## src/rtl/hex_msg_pkg.sv

```systemverilog
// Shared definitions for the scrolling-message controller: FSM state
// encoding, the blank character code and the scroll-mode constants.
package hex_msg_pkg;

    typedef enum logic [1:0] {
        IDLE   = 2'd0,
        FILL   = 2'd1,
        ROTATE = 2'd2,
        HOLD   = 2'd3
    } state_t;

    localparam int unsigned BLANK       = 0;
    localparam logic        ONESHOT     = 1'b0;
    localparam logic        ROTATE_MODE = 1'b1;

endpackage

```

## src/rtl/hex_msg_store.sv

```systemverilog
// Message memory: MAX_LEN x CHAR_W register file, cleared to BLANK on reset,
// one synchronous write port and one combinational read port.
module hex_msg_store
    import hex_msg_pkg::*;
#(
    parameter int MAX_LEN = 8,
    parameter int CHAR_W  = 5,
    parameter int ADDR_W  = 3
) (
    input  logic              clk,
    input  logic              rst_n,
    input  logic              we_i,
    input  logic [ADDR_W-1:0] waddr_i,
    input  logic [CHAR_W-1:0] wdata_i,
    input  logic [ADDR_W-1:0] raddr_i,
    output logic [CHAR_W-1:0] rdata_o
);

    logic [CHAR_W-1:0] mem_q [MAX_LEN];

    // Storage array; out-of-range writes are dropped here.
    always_ff @(posedge clk or negedge rst_n) begin
        if (!rst_n) begin
            for (int i = 0; i < MAX_LEN; i++) begin
                mem_q[i] <= CHAR_W'(BLANK);
            end
        end else if (we_i && (32'(waddr_i) < 32'(MAX_LEN))) begin
            mem_q[waddr_i] <= wdata_i;
        end
    end

    // Read port, returning BLANK for addresses past the array.
    always_comb begin
        rdata_o = CHAR_W'(BLANK);
        if (32'(raddr_i) < 32'(MAX_LEN)) begin
            rdata_o = mem_q[raddr_i];
        end else begin
            rdata_o = CHAR_W'(BLANK);
        end
    end

endmodule

```

## src/rtl/hex_msg_scroller.sv

```systemverilog
// Scrolling-message controller: shifts a stored message plus PAD blanks into
// a NUM_DIGITS-wide window, then holds (one-shot) or rotates forever.
module hex_msg_scroller
    import hex_msg_pkg::*;
#(
    parameter int NUM_DIGITS = 8,
    parameter int MAX_LEN    = 8,
    parameter int PAD        = 3,
    parameter int CHAR_W     = 5
) (
    input  logic                           clk,
    input  logic                           rst_n,
    input  logic                           tick_i,
    input  logic                           pause_i,
    input  logic                           start_i,
    input  logic                           stop_i,
    input  logic                           mode_i,
    input  logic [$clog2(MAX_LEN+1)-1:0]   msg_len_i,
    input  logic                           load_i,
    input  logic [$clog2(MAX_LEN)-1:0]     load_addr_i,
    input  logic [CHAR_W-1:0]              load_char_i,
    output logic [NUM_DIGITS*CHAR_W-1:0]   window_o,
    output logic                           busy_o,
    output logic                           rotating_o,
    output logic                           done_o,
    output logic [1:0]                     current_state_o
);

    localparam int LEN_W  = $clog2(MAX_LEN + 1);
    localparam int ADDR_W = $clog2(MAX_LEN);
    localparam int POS_W  = $clog2(MAX_LEN + PAD);
    localparam int WIN_W  = NUM_DIGITS * CHAR_W;

    state_t             state_q, state_d;
    logic [POS_W-1:0]   pos_q, pos_d;
    logic [LEN_W-1:0]   len_q, len_d;
    logic               mode_q, mode_d;
    logic [WIN_W-1:0]   window_q, window_d;
    logic               done_q, done_d;
    logic               we_s;
    logic [CHAR_W-1:0]  rd_data_s;
    logic [CHAR_W-1:0]  stream_char_s;
    logic               step_s;
    logic               at_last_s;
    logic               len_ok_s;

    hex_msg_store #(
        .MAX_LEN (MAX_LEN),
        .CHAR_W  (CHAR_W),
        .ADDR_W  (ADDR_W)
    ) u_store (
        .clk     (clk),
        .rst_n   (rst_n),
        .we_i    (we_s),
        .waddr_i (load_addr_i),
        .wdata_i (load_char_i),
        .raddr_i (ADDR_W'(pos_q)),
        .rdata_o (rd_data_s)
    );

    // Positions past the message body are the trailing blank pad.
    assign stream_char_s = (32'(pos_q) < 32'(len_q)) ? rd_data_s : CHAR_W'(BLANK);
    assign step_s        = tick_i && !pause_i;
    assign at_last_s     = (32'(pos_q) == (32'(len_q) + 32'(PAD) - 32'd1));
    assign len_ok_s      = (msg_len_i != LEN_W'(0)) && (32'(msg_len_i) <= 32'(MAX_LEN));

    // State, position, latched parameters, window and done pulse registers.
    always_ff @(posedge clk or negedge rst_n) begin
        if (!rst_n) begin
            state_q  <= IDLE;
            pos_q    <= '0;
            len_q    <= '0;
            mode_q   <= ONESHOT;
            window_q <= '0;
            done_q   <= 1'b0;
        end else begin
            state_q  <= state_d;
            pos_q    <= pos_d;
            len_q    <= len_d;
            mode_q   <= mode_d;
            window_q <= window_d;
            done_q   <= done_d;
        end
    end

    // Next-state logic; Stop outranks Start, which outranks a scroll step.
    always_comb begin
        state_d  = state_q;
        pos_d    = pos_q;
        len_d    = len_q;
        mode_d   = mode_q;
        window_d = window_q;
        done_d   = 1'b0;
        we_s     = 1'b0;
        case (state_q)
            IDLE: begin
                window_d = '0;
                we_s     = load_i;
                if (stop_i) begin
                    state_d = IDLE;
                end else if (start_i && len_ok_s) begin
                    state_d = FILL;
                    len_d   = msg_len_i;
                    mode_d  = mode_i;
                    pos_d   = '0;
                end else begin
                    state_d = IDLE;
                end
            end
            FILL, ROTATE: begin
                if (stop_i) begin
                    state_d  = IDLE;
                    window_d = '0;
                    pos_d    = '0;
                end else if (step_s) begin
                    window_d = {window_q[WIN_W-CHAR_W-1:0], stream_char_s};
                    pos_d    = at_last_s ? POS_W'(0) : pos_q + POS_W'(1);
                    if ((state_q == FILL) && at_last_s) begin
                        if (mode_q == ROTATE_MODE) begin
                            state_d = ROTATE;
                        end else begin
                            state_d = HOLD;
                            done_d  = 1'b1;
                        end
                    end else begin
                        state_d = state_q;
                    end
                end else begin
                    state_d = state_q;
                end
            end
            HOLD: begin
                if (stop_i || start_i) begin
                    state_d  = IDLE;
                    window_d = '0;
                    pos_d    = '0;
                end else begin
                    state_d = HOLD;
                end
            end
            default: begin
                state_d  = IDLE;
                window_d = '0;
                pos_d    = '0;
            end
        endcase
    end

    assign window_o        = window_q;
    assign busy_o          = (state_q == FILL) || (state_q == ROTATE);
    assign rotating_o      = (state_q == ROTATE);
    assign done_o          = done_q;
    assign current_state_o = state_q;

endmodule

```

## config.mk

```make
export PLATFORM = sky130hd
export DESIGN_NAME = hex_msg_scroller
export DESIGN_NICKNAME = d
export VERILOG_FILES = /design/src/rtl/hex_msg_pkg.sv /design/src/rtl/hex_msg_store.sv /design/src/rtl/hex_msg_scroller.sv
export SDC_FILE = /design/constraint.sdc
export NUM_CORES = 1
export LEC_CHECK = 0
export CORE_MARGIN = 4
export CORE_UTILIZATION = 25
export CTS_BUF_LIST = sky130_fd_sc_hd__clkbuf_8 sky130_fd_sc_hd__clkbuf_16
export DETAILED_ROUTE_END_ITERATION = 7
export HOLD_SLACK_MARGIN = 0.08
export PLACE_DENSITY_LB_ADDON = 0.08
export RECOVER_POWER = 50
export SLEW_MARGIN = 20
export SYNTH_ARGS = -nofsm -noshare
export SYNTH_HDL_FRONTEND = slang
export SYNTH_HIERARCHICAL = 1
export SYNTH_SLANG_ARGS = --single-unit
```

## constraint.sdc

```tcl
create_clock -name clk -period 1.76 [get_ports clk]
set_clock_uncertainty 0.2 [all_clocks]
set_input_delay 0.44 -clock clk [delete_from_list [all_inputs] [get_ports clk]]
set_output_delay 0.44 -clock clk [all_outputs]
set_load 0.01 [all_outputs]
```

# ---- Yosys cells after proc, flatten, opt, wreduce, memory -nomap -nowiden
# Cells that the tools add are included.
dict set report classes {
  reduce_logical 15
  bitwise_logic 3
  add_sub_neg 3
  n_eq_ne 9
  n_mux 32
  order_cmp 5
}
# op n
set ops {}
lappend ops {{$mux W40} 3}
lappend ops {{$pmux W40 S3} 1}
lappend ops {{$bwmux W40} 1}
lappend ops {{$eq A4 B32 Y1} 1}
lappend ops {{$mux W4} 6}
lappend ops {{$mux W5} 4}
lappend ops {{$bmux W5 S3} 1}
lappend ops {{$demux W5 S3} 1}
lappend ops {{$pmux W4 S3} 1}
lappend ops {{$mux W1} 9}
lappend ops {{$ge A4 B4 Y1 const B} 2}
lappend ops {{$mux W2} 4}
lappend ops {{$not A3 Y4} 2}
lappend ops {{$ne A2 B2 Y1 const B} 3}
lappend ops {{$ne A3 B3 Y1 const B} 2}
lappend ops {{$pmux W2 S3} 1}
lappend ops {{$sub A5 B1 Y6 const B} 1}
lappend ops {{$add A4 B2 Y5 const B} 1}
lappend ops {{$logic_and A1 B1 Y1} 5}
lappend ops {{$add A4 B1 Y4 const B} 1}
lappend ops {{$eq A2 B2 Y1 const B} 2}
lappend ops {{$le A4 B4 Y1 const B} 1}
lappend ops {{$lt A4 B1 Y1 const B} 1}
lappend ops {{$lt A4 B4 Y1} 1}
lappend ops {{other kinds (10)} 12}
dict set report word_totals {
  input_bits 20
  wordCells 81
  register_bits 92
  output_inout_bits 45
}

# ---- Depth between registers and ports, before layout
# Gate-level depths: netlist of the first run.
dict set report depth {
  ltp_word 8
  depth_mapped 6
  ltp_nobuf 6
}

# ---- Hierarchy
# The synthesis of the first run kept the hierarchy.
# mod instances area_per_inst_um2 seq_area_each_um2 cells_per_inst
set modules_own_cells {}
lappend modules_own_cells {hex_msg_scroller 1 2306.0 1301.2 176}
lappend modules_own_cells {hex_msg_store 1 1884.3 1001.0 106}

# ---- Worst setup path after synthesis of the first run
# OpenSTA, ideal clock, no wires.
dict set report synth_timing {
  path_type {register to register}
  from {reg state_q[0], in the netlist current_state_o[0]}
  to {reg window_q[10], in the netlist window_o[10]}
  required_ps 1439
  setup_time_ps 121
  path_buffers 1
  path_stages_with_launch 7
  arrival_ps 1667
  path_slack_ps -228
  period_less_slack_ps 1988
  cell_sequence {dfrtp_1 -> inv_1 -> ha_1 -> a21oi_1 -> nor2_1 -> buf_2 -> a22o_1}
}
dict set report synth_via {
  elab_chain_cells 4
  elab_cells_between_ends 9
  classes_between {5 x eq/ne; 1 x mux; 3 x reduce/logical}
}
# element line_no
set synth_rtl {}
lappend synth_rtl {{from (decl)} hex_msg_scroller.sv:34} ;# state_t state_q, state_d;
lappend synth_rtl {{from (signal assigned)} hex_msg_scroller.sv:77} ;# state_q <= state_d;
lappend synth_rtl {{$eq A2 B2 Y1 or $eq A2 B1 Y1 (tied branches)} hex_msg_scroller.sv:95} ;# case (state_q)
lappend synth_rtl {{$reduce_or A2 Y1} hex_msg_scroller.sv:95}
lappend synth_rtl {{$ne A3 B3 Y1 (no source line)} n/a}
lappend synth_rtl {{$reduce_and A2 Y1 (no source line)} n/a}
lappend synth_rtl {{to (signal assigned)} hex_msg_scroller.sv:81} ;# window_q <= window_d;
lappend synth_rtl {{to (decl)} hex_msg_scroller.sv:38} ;# logic [WIN_W-1:0] window_q, window_d;
# Several ways; a longest one is shown, not always the timed one.
# A chain may end at the register's enable or synchronous reset.

# ---- Worst setup path in the final report of the first run
dict set report layout_timing {
  from {reg state_q[1], in the netlist current_state_o[1]}
  to {out rotating_o}
}
dict set report layout_via {
  elab_chain_cells 1
}
# element line_no
set layout_rtl {}
lappend layout_rtl {{$eq A2 B2 Y1} hex_msg_scroller.sv:151} ;# assign rotating_o = (state_q == ROTATE);
lappend layout_rtl {{to (decl)} hex_msg_scroller.sv:24} ;# output logic rotating_o,
# No other way between the ends.

==> flow_metrics.py, run 1 <==
metrics = {
    "run_status": {
        "status": "complete, but fails checks",
        "violations": "negative setup slack",
    },
    "timing": {
        "worst_pin_slew_ns": 0.441,
        "finalHoldViolations": 0,
        "rsz0062_at_grt": "true",
        "maxSlewViolCount": 0,
        "min_period_over_period": 1.08,
        "finalSetupViolations": 83,
        "setup_ws_ns": -0.143,
        "fin_crit_ns": 1.90,
        "fmax_mhz": 525,
        "slew_headroom": 0.706,
    },
    "drt": {
        "num_vias": 2951,
        "drt_first_pass_iters": 4,
        "drt-initial-drc-count": 152,
        "vias_per_cell": 4.58,
        "wl_per_cell_um": 18.0,
        "drc_errors": 0,
        "drt_wl_total_um": 11600,
        "antenna_left": 0,
    },
    "setup_path": {
        "cp.required_ns": 1.12,
        "critPathKind": "reg -> out",
        "cp.arrival_ns": 1.26,
        "worstPathMaxFanout": 3,
        "start_kind": "flop",
        "end_kind": "primary output",
    },
    "synth": {
        "syn_area_per_cell_um2": 14.9,
        "synth_nets": 313,
        "syn_area_um2": 4190,
        "synthArstFlopShare": 1.00,
        "syn_inst": 282,
        "synth_edf_count": 0,
        "yosysWarningCount": 6,
        "ys.flop_type": "dfrtp_1",
        "synth-seq-cells": 92,
        "ys_types": 42,
        "ys_seq_area_frac": 0.549,
    },
    "clocking": {
        "cts_tree": "yes",
        "clock_sinks": 92,
        "clkTransAtPathRegs_ns": 0.07,
        "clock_latency_ns": 0.35,
        "clockBufferDepth": 2,
        "htree_levels": 3,
        "cts-buffers-inserted": 9,
        "cts_root_buffer": "clkbuf_16",
    },
    "place": {
        "port_buffers": 64,
        "finalWeightedCongestion": 0.689,
        "dp_hpwl_um": 7470,
    },
    "floorplan": {
        "start_util": 0.254,
        "coreArea_um2": 16500,
        "dieArea_um2": 18900,
        "rows": 47,
        "die_w_um": 137,
        "io_pins": 65,
        "die_h_um": 137,
    },
    "global_route": {
        "grt.total_usage": 0.125,
        "grt_max_degree": 43,
        "grt_pass1_vias": 3030,
        "antenna_found_initial": 0,
        "grt_pass1_wl_um": 17800,
        "overflow": 0,
    },
    "cells_and_area": {
        "nets": 450,
        "num_antenna_cells": 0,
        "mostFrequentLayoutCell": "dfrtp_1",
        "area_growth_pct": 52.8,
        "fin_util": 0.388,
        "mostFrequentLayoutCells": "dfrtp_1, dlygate4sd2_1, buf_4",
        "drive_above_1_share": 0.481,
    },
    "power_and_ir_drop": {
        "leakage_nw": 2.98,
        "power.total_mw": 5.71,
        "p_per_area_nw_per_um2": 892,
        "ir_drop_uv": 446,
    },
    "flow_run": {
        "drv_cap": 0,
    },
    "min_path": {
        "hold_class": "in -> reg",
    },
}
critical path, stage by stage, from the launching register on:
cell	delay [ns]
dfrtp_1	0.40
buf_6	0.13
buf_4	0.13
ha_4	0.15
buf_6	0.11
cells in the mapped netlist, drive strengths merged, types with 3 or more instances:
cell	instances	share of area
dfrtp	92	0.55
a22o	36	0.075
nor2b	4	0.0060
o32ai	5	0.010
ha	11	0.033
nand2b	4	0.0066
nand4b	3	0.0063
inv	17	0.015
and4bb	3	0.0090
nor2	3	0.0027
mux4	10	0.063
buf	8	0.011
mux2	51	0.14
final cells by class:
type	count	area [um^2]
clock inverter	7	83.8
fill	1600	10100
timing repair buffer	136	1290
tap	220	275
sequential	92	2300
inverter	17	63.8
multi-input combinational	163	2160
clock buffer	9	225
registers in the layout (all words and copies together), names as in the netlist:
signal,count
done_o,1
len_q,4
window_o,40
pos_q,4
u_store/mem_q,40
mode_q,1
current_state_o,2
repair_timing:
item,CTS,global route
pin swaps,10,29
hold buffers,1,0
gates cloned,3,4
setup buffers,11,9
hold endpoints to repair,72,0
resized for setup,142,35
endpoints found under the setup margin,137,95
where the power goes:
group | leakage [nW] | total [mW] | internal, mW | switching, mW
sequential | 1.19 | 2.53 | 2.37 | 0.160
clock | 0.151 | 2.03 | 1.12 | 0.908
combinational | 1.63 | 1.15 | 0.706 | 0.442
total | 2.98 | 5.71 | 4.20 | 1.51
through the flow:
step	cell area [um^2]	cells	setup WS, ns	TNS, ns	hold WS (ns)
after floorplan	4330	282	-0.167	-5.90	-0.0556
after global placement	5580	605	-0.666	-44.41	0.128
after detailed placement	5580	605	-0.730	-44.58	0.128
after CTS	6210	636	-0.191	-8.89	0.216
after global routing	6400	644	-0.215	-12.73	0.221
final	6400	644	-0.143	-6.19	0.225
layer usage:
metal / up-vias / routed length (um) / global-route usage
met5: - / 0 / 0
met4: 0 / 120 / 0.0299
met3: 12 / 569 / 0.0383
met2: 51 / 5470 / 0.193
met1: 1520 / 5450 / 0.173
li1: 1368 / - / -
kinds of logic (layout without fill, tap and decap cells):
kind of cell / Yosys count / after routing / share of synthesized area
flops: 92 / 92 / 0.549
mux: 63 / 63 / 0.205
compound gates: 53 / 53 / 0.109
simple gates: 34 / 34 / 0.0684
buf+inv: 27 / 169 / 0.0284
fa+ha+maj: 11 / 11 / 0.0328
xor+xnor: 2 / 2 / 0.00746
path summary, 6_finish.rpt:
check                                                from  cells past startpoint  slack, ns                       endpoint
max in group asynchronous                           rst_n                      3       0.25  u_store/mem_q[35]$_DFFE_PN0P_
hold / removal                               msg_len_i[2]                      3       0.23           len_q[2]$_DFFE_PN0P_
min in group asynchronous                           rst_n                      2       0.36       window_o[33]$_DFFE_PN0P_
hold reg to reg                  window_o[35]$_DFFE_PN0P_                      1       0.30       window_o[35]$_DFFE_PN0P_
setup / recovery           current_state_o[1]$_DFFE_PN0P_                      4      -0.14                     rotating_o
setup reg to reg                     pos_q[0]$_DFFE_PN0P_                      5      -0.14        window_o[2]$_DFFE_PN0P_
Note: power is estimated with default switching activity, not from simulation.
==> inputs of run 2 (changes only) <==
SETUP_SLACK_MARGIN = 0.2   (was not set)
==> flow_metrics.py, run 2 (synthesized netlist as in run 1, its figures left out) <==
metrics = {
    "clocking": {
        "htree_levels": 3,
        "clkTransAtPathRegs_ns": 0.06,
        "cts_tree": "yes",
        "clock_sinks": 92,
        "cts_root_buffer": "clkbuf_16",
        "cts-buffers-inserted": 9,
        "clockBufferDepth": 2,
        "clock_latency_ns": 0.34,
    },
    "place": {
        "dp_hpwl_um": 7450,
        "finalWeightedCongestion": 0.704,
        "port_buffers": 64,
    },
    "min_path": {
        "hold_class": "in -> reg",
        "min_path_cells": 3,
    },
    "setup_path": {
        "start_kind": "flop",
        "cp.depth": 4,
        "critPathSlowestCell": "dfrtp_1",
        "crit_path_cell_trace": "inv_2 -> ha_4 -> buf_4 -> buf_6",
        "rr_worst_depth": 7,
        "cp.required_ns": 1.12,
        "worstPathMaxFanout": 3,
        "slowest_delay_ns": 0.40,
        "end_kind": "primary output",
        "crit_buf_inv": 3,
        "cp.arrival_ns": 1.28,
        "critPathKind": "reg -> out",
        "cpLargestDelayFamily": "flip-flops",
    },
    "global_route": {
        "grt_max_degree": 43,
        "grt_pass1_vias": 3269,
        "antenna_found_initial": 0,
        "grt.total_usage": 0.132,
        "grt_pass1_wl_um": 18700,
        "overflow": 0,
    },
    "timing": {
        "finalHoldViolations": 0,
        "min_period_over_period": 1.09,
        "finalSetupTns_ns": -6.71,
        "finalSetupViolations": 83,
        "whs_ns": 0.244,
        "fin_crit_ns": 1.92,
        "slew_headroom": 0.679,
        "maxSlewViolCount": 0,
        "fmax_mhz": 522,
        "rsz0062_at_grt": "true",
        "setup_ws_ns": -0.155,
        "worst_pin_slew_ns": 0.481,
    },
    "drt": {
        "wl_per_cell_um": 17.7,
        "drc_errors": 0,
        "antenna_left": 0,
        "drt_first_pass_iters": 4,
        "drt_wl_total_um": 11800,
        "vias_per_cell": 4.52,
        "drt-initial-drc-count": 135,
        "num_vias": 3024,
    },
    "flow_run": {
        "drv_cap": 0,
    },
    "cells_and_area": {
        "mostFrequentLayoutCells": "dfrtp_1, buf_4, buf_2",
        "num_antenna_cells": 0,
        "mostFrequentLayoutCell": "dfrtp_1",
        "n_fill_cell": 1591,
        "drive_above_1_share": 0.595,
        "nets": 477,
        "area_growth_pct": 54.5,
    },
    "floorplan": {
        "start_util": 0.254,
        "die_w_um": 137,
        "rows": 47,
        "dieArea_um2": 18900,
        "io_pins": 65,
        "coreArea_um2": 16500,
        "die_h_um": 137,
    },
    "run_status": {
        "status": "complete, but fails checks",
        "violations": "negative setup slack",
    },
    "power_and_ir_drop": {
        "clockPowerShare": 0.338,
        "ir_drop_uv": 468,
        "switchingPower_mw": 1.42,
        "p_sw_frac": 0.254,
        "internal_power_mw": 4.19,
        "seqPwrFrac": 0.454,
        "leakage_nw": 3.05,
        "combPwrFrac": 0.208,
        "p_per_area_nw_per_um2": 866,
    },
}
run 2: cell types whose count changed in the layout (fill, tap and decap cells not counted), sizes merged:
cell           before  now
buf                76  141
dlygate4sd2        43    4
clkbuf             12   15
inv                21   18
clkdlybuf4s50      12   10
clkinvlp            1    3
clkinv              1    0
run 2: repair_timing:
action                                  4_1_cts  5_1_grt
endpoints found under the hold margin        53        0
endpoints found under the setup margin      137      100
gates resized for setup                     286       14
pin swaps                                    22        9
buffers inserted                             43        6
hold buffers                                  1        0
gates cloned                                  6        1
run 2: layout make-up:
class | instances | area (um^2) | share of cell area
clock buffer | 9 | 225 | 0.0348
tap | 220 | 275 | 0.0425
clock inverter | 5 | 56.3 | 0.00870
multi-input combinational | 163 | 2130 | 0.329
sequential | 92 | 2300 | 0.356
inverter | 17 | 63.8 | 0.00986
timing repair buffer | 163 | 1420 | 0.219
run 2: final timing paths:
| check | from | slack [ns] | end |
|---|---|---|---|
| setup / recovery | current_state_o[1]$_DFFE_PN0P_ | -0.16 | busy_o |
| hold / removal | msg_len_i[0] | 0.24 | len_q[0]$_DFFE_PN0P_ |
| setup reg to reg | current_state_o[0]$_DFFE_PN0P_ | -0.16 | pos_q[3]$_DFFE_PN0P_ |
| hold reg to reg | window_o[39]$_DFFE_PN0P_ | 0.30 | window_o[39]$_DFFE_PN0P_ |
| max in group asynchronous | rst_n | 0.23 | u_store/mem_q[2]$_DFFE_PN0P_ |
| min in group asynchronous | rst_n | 0.38 | window_o[33]$_DFFE_PN0P_ |
run 2: metal layers:
metal / wire [um] / track usage / share of wire
met3: 572 / 0.0241 / 0.048
met2: 5260 / 0.199 / 0.44
met5: 0 / 0 / 0
met4: 183 / 0.0482 / 0.015
met1: 5830 / 0.188 / 0.49
run 2: worst min-delay path, delay by kind of cell:
kind	cells	cell delay [ns]
buffers and inverters	2	0.18
multiplexers	1	0.13
run 2: metrics by stage:
step	setup WS, ns	cell area (um^2)	instances	util	power [mW]
after floorplan	-0.167	4330	282	-	3.11
after global placement	-0.657	5540	598	0.335	3.46
after detailed placement	-0.698	5540	598	0.335	3.47
after CTS	-0.165	6360	662	0.385	5.67
after global routing	-0.238	6470	669	0.392	5.89
final	-0.155	6470	669	0.392	5.61
run 2: power groups by stage:
stage	clock network [mW]	registers, mW	logic (mW)
after global placement	0	2.54	0.911
after floorplan	0	2.50	0.614
after CTS	1.97	2.54	1.16
final	1.89	2.54	1.17
after global routing	2.05	2.57	1.26
after detailed placement	0	2.55	0.925
==> inputs of run 3 (changes only) <==
SETUP_SLACK_MARGIN = not set   (was 0.2)
SLEW_MARGIN = 40   (was 20)
SYNTH_HIERARCHICAL = not set   (was 1)
==> flow_metrics.py, run 3 <==
metrics = {
    "synth": {
        "synthMuxAreaShare": 0.197,
        "synth_compound_area_frac": 0.118,
        "synth-simple-area-share": 0.0552,
        "yosysTopAreaCell": "dfrtp_1",
        "yosysWarningCount": 0,
        "yosys.area_share.xor_xnor": 0.00789,
        "synthArstFlopShare": 1.00,
        "ys_types": 44,
        "synth-seq-cells": 92,
        "syn_area_um2": 4120,
        "yosysMostFrequentCell": "dfrtp_1",
        "yosys-top-cells-area": "dfrtp_1, mux2_2, a22o_1",
        "synth_fa_ha_area_frac": 0.0334,
        "synth_edf_count": 0,
        "syn_area_per_cell_um2": 14.4,
        "synth_nets": 317,
        "yosys.area.top_type_share": 0.558,
        "ys_seq_area_frac": 0.558,
        "syn_inst": 286,
        "ys.flop_type": "dfrtp_1",
        "netlist_top_cells_count": "dfrtp_1, mux2_2, a22o_1, inv_1, ha_1",
        "synth_top_family_by_area": "multiplexers",
    },
    "drt": {
        "drc_errors": 0,
        "wl_per_cell_um": 16.7,
        "drt_wl_total_um": 10400,
        "drt-initial-drc-count": 87,
        "antenna_left": 0,
        "vias_per_cell": 4.55,
        "drt_first_pass_iters": 4,
        "num_vias": 2839,
    },
    "setup_path": {
        "worstPathMaxFanout": 9,
        "reg2reg_slack_ns": -0.18,
        "start_kind": "flop",
        "cp.required_ns": 1.80,
        "critPathKind": "reg -> reg",
        "cp.arrival_ns": 1.98,
        "rr_worst_depth": 8,
        "end_kind": "flop",
        "timing.rr.start": "current_state_o[0]$_DFFE_PN0P_",
        "r2r-end": "window_o[9]$_DFFE_PN0P_",
    },
    "power_and_ir_drop": {
        "p_per_area_nw_per_um2": 924,
        "leakage_nw": 2.92,
        "power.total_mw": 5.76,
        "ir_drop_uv": 519,
    },
    "timing": {
        "setup_ws_ns": -0.182,
        "maxSlewViolCount": 0,
        "fmax_mhz": 515,
        "whs_ns": 0.277,
        "finalHoldViolations": 0,
        "finalSetupViolations": 87,
        "min_period_over_period": 1.10,
        "finalSetupTns_ns": -9.65,
        "worst_pin_slew_ns": 0.637,
        "fin_crit_ns": 1.94,
        "slew_headroom": 0.575,
        "rsz0062_at_grt": "true",
    },
    "run_status": {
        "violations": "negative setup slack",
        "status": "complete, but fails checks",
    },
    "global_route": {
        "overflow": 0,
        "antenna_found_initial": 0,
        "grt.total_usage": 0.116,
        "grt_pass1_wl_um": 16700,
        "grt_max_degree": 36,
        "grt_pass1_vias": 3061,
    },
    "clocking": {
        "cts_root_buffer": "clkbuf_16",
        "clockBufferDepth": 2,
        "clock_latency_ns": 0.35,
        "htree_levels": 3,
        "clkTransAtPathRegs_ns": 0.07,
        "clock_sinks": 92,
        "cts_tree": "yes",
        "cts-buffers-inserted": 9,
    },
    "min_path": {
        "hold_class": "in -> reg",
        "worstHoldStart": "msg_len_i[0]",
        "whs_endpoint": "len_q[0]$_DFFE_PN0P_",
        "min_path_cells": 3,
    },
    "cells_and_area": {
        "mostFrequentLayoutCell": "dfrtp_1",
        "area_growth_pct": 51.1,
        "drive_above_1_share": 0.456,
        "num_antenna_cells": 0,
        "mostFrequentLayoutCells": "dfrtp_1, dlygate4sd2_1, a22o_1",
        "nets": 434,
        "fin_util": 0.389,
    },
    "floorplan": {
        "die_h_um": 136,
        "die_w_um": 136,
        "start_util": 0.258,
        "io_pins": 65,
        "rows": 46,
        "dieArea_um2": 18600,
        "coreArea_um2": 16000,
    },
    "place": {
        "finalWeightedCongestion": 0.724,
        "dp_hpwl_um": 7110,
        "port_buffers": 64,
        "pre_cts_ws_ns": -0.781,
    },
    "flow_run": {
        "drv_cap": 0,
    },
}
run 3: changes by cell type after synthesis, moves of 3 or more:
cell / delta
mux4_2: +10
inv_1: -4
and4bb_2: -3
mux4_1: -10
mux2i_1: +5
nor2_1: +6
nand4b_1: -3
mux2_2: -5
run 3: critical path, cell delays in order (launching register included):
cell	delay [ns]
dfrtp_1	0.41
buf_6	0.13
ha_1	0.17
or2b_4	0.21
o21a_4	0.16
nor2_4	0.04
buf_12	0.14
buf_12	0.14
a22o_1	0.23
run 3: cells by family (layout without fill, tap and decap cells):
group / Yosys count / count (layout)
and+or+nand+nor: 37 / 37
xor gates and xnor gates: 2 / 2
muxes: 63 / 63
DFF: 92 / 92
AOI/OAI and AO/OA: 55 / 55
buffers and inverters: 26 / 148
adders and majority gates: 11 / 11
run 3: layout make-up:
type                            count  area, um^2
Clock buffer                        9         225
Tap cell                          216         270
Inverter                           13        51.3
Fill cell                        1552        9770
Timing Repair Buffer              119        1150
Clock inverter                      7        92.6
Sequential cell                    92        2310
Multi-Input combinational cell    168        2140
run 3: worst max path at each step:
| stage | slack [ns] | end | start | cells past startpoint |
|---|---|---|---|---|
| CTS | -0.19 | current_state_o[1]$_DFFE_PN0P_ | len_q[1]$_DFFE_PN0P_ | 5 |
| finish | -0.18 | window_o[9]$_DFFE_PN0P_ | current_state_o[0]$_DFFE_PN0P_ | 8 |
| global route | -0.26 | pos_q[0]$_DFFE_PN0P_ | current_state_o[1]$_DFFE_PN0P_ | 7 |
| global placement | -0.78 | pos_q[2]$_DFFE_PN0P_ | msg_len_i[1] | 6 |
| floorplan | -0.17 | pos_q[3]$_DFFE_PN0P_ | current_state_o[0]$_DFFE_PN0P_ | 6 |
| detailed placement | -0.78 | pos_q[3]$_DFFE_PN0P_ | msg_len_i[1] | 6 |
run 3: routing by layer:
metal / part of all wire / up-vias / GRT usage / wire, um
met1: 0.48 / 1459 / 0.160 / 4990
met5: 0 / - / 0 / 0
met3: 0.038 / 12 / 0.0322 / 399
met2: 0.47 / 51 / 0.178 / 4900
met4: 0.015 / 0 / 0.0386 / 154
li1: - / 1317 / - / -
run 3: repair_timing:
item / CTS / global route
hold buffers: 1 / 0
setup buffers: 6 / 2
endpoints found under the setup margin: 137 / 95
gates resized for setup: 162 / 9
gates cloned: 0 / 5
endpoints found under the hold margin: 18 / 0
pin swaps: 18 / 37
run 3: report_power, final:
group	internal, mW	switching (mW)	total, mW
Sequential	2.38	0.164	2.54
Clock	1.14	0.905	2.04
Combinational	0.728	0.442	1.17
Total	4.25	1.51	5.76
run 3: per-stage QoR:
step | cells | area, um^2
floorplan | 286 | 4200
global placement | 597 | 5400
CTS | 618 | 6090
global route | 624 | 6230
finish | 624 | 6230
detailed placement | 597 | 5400
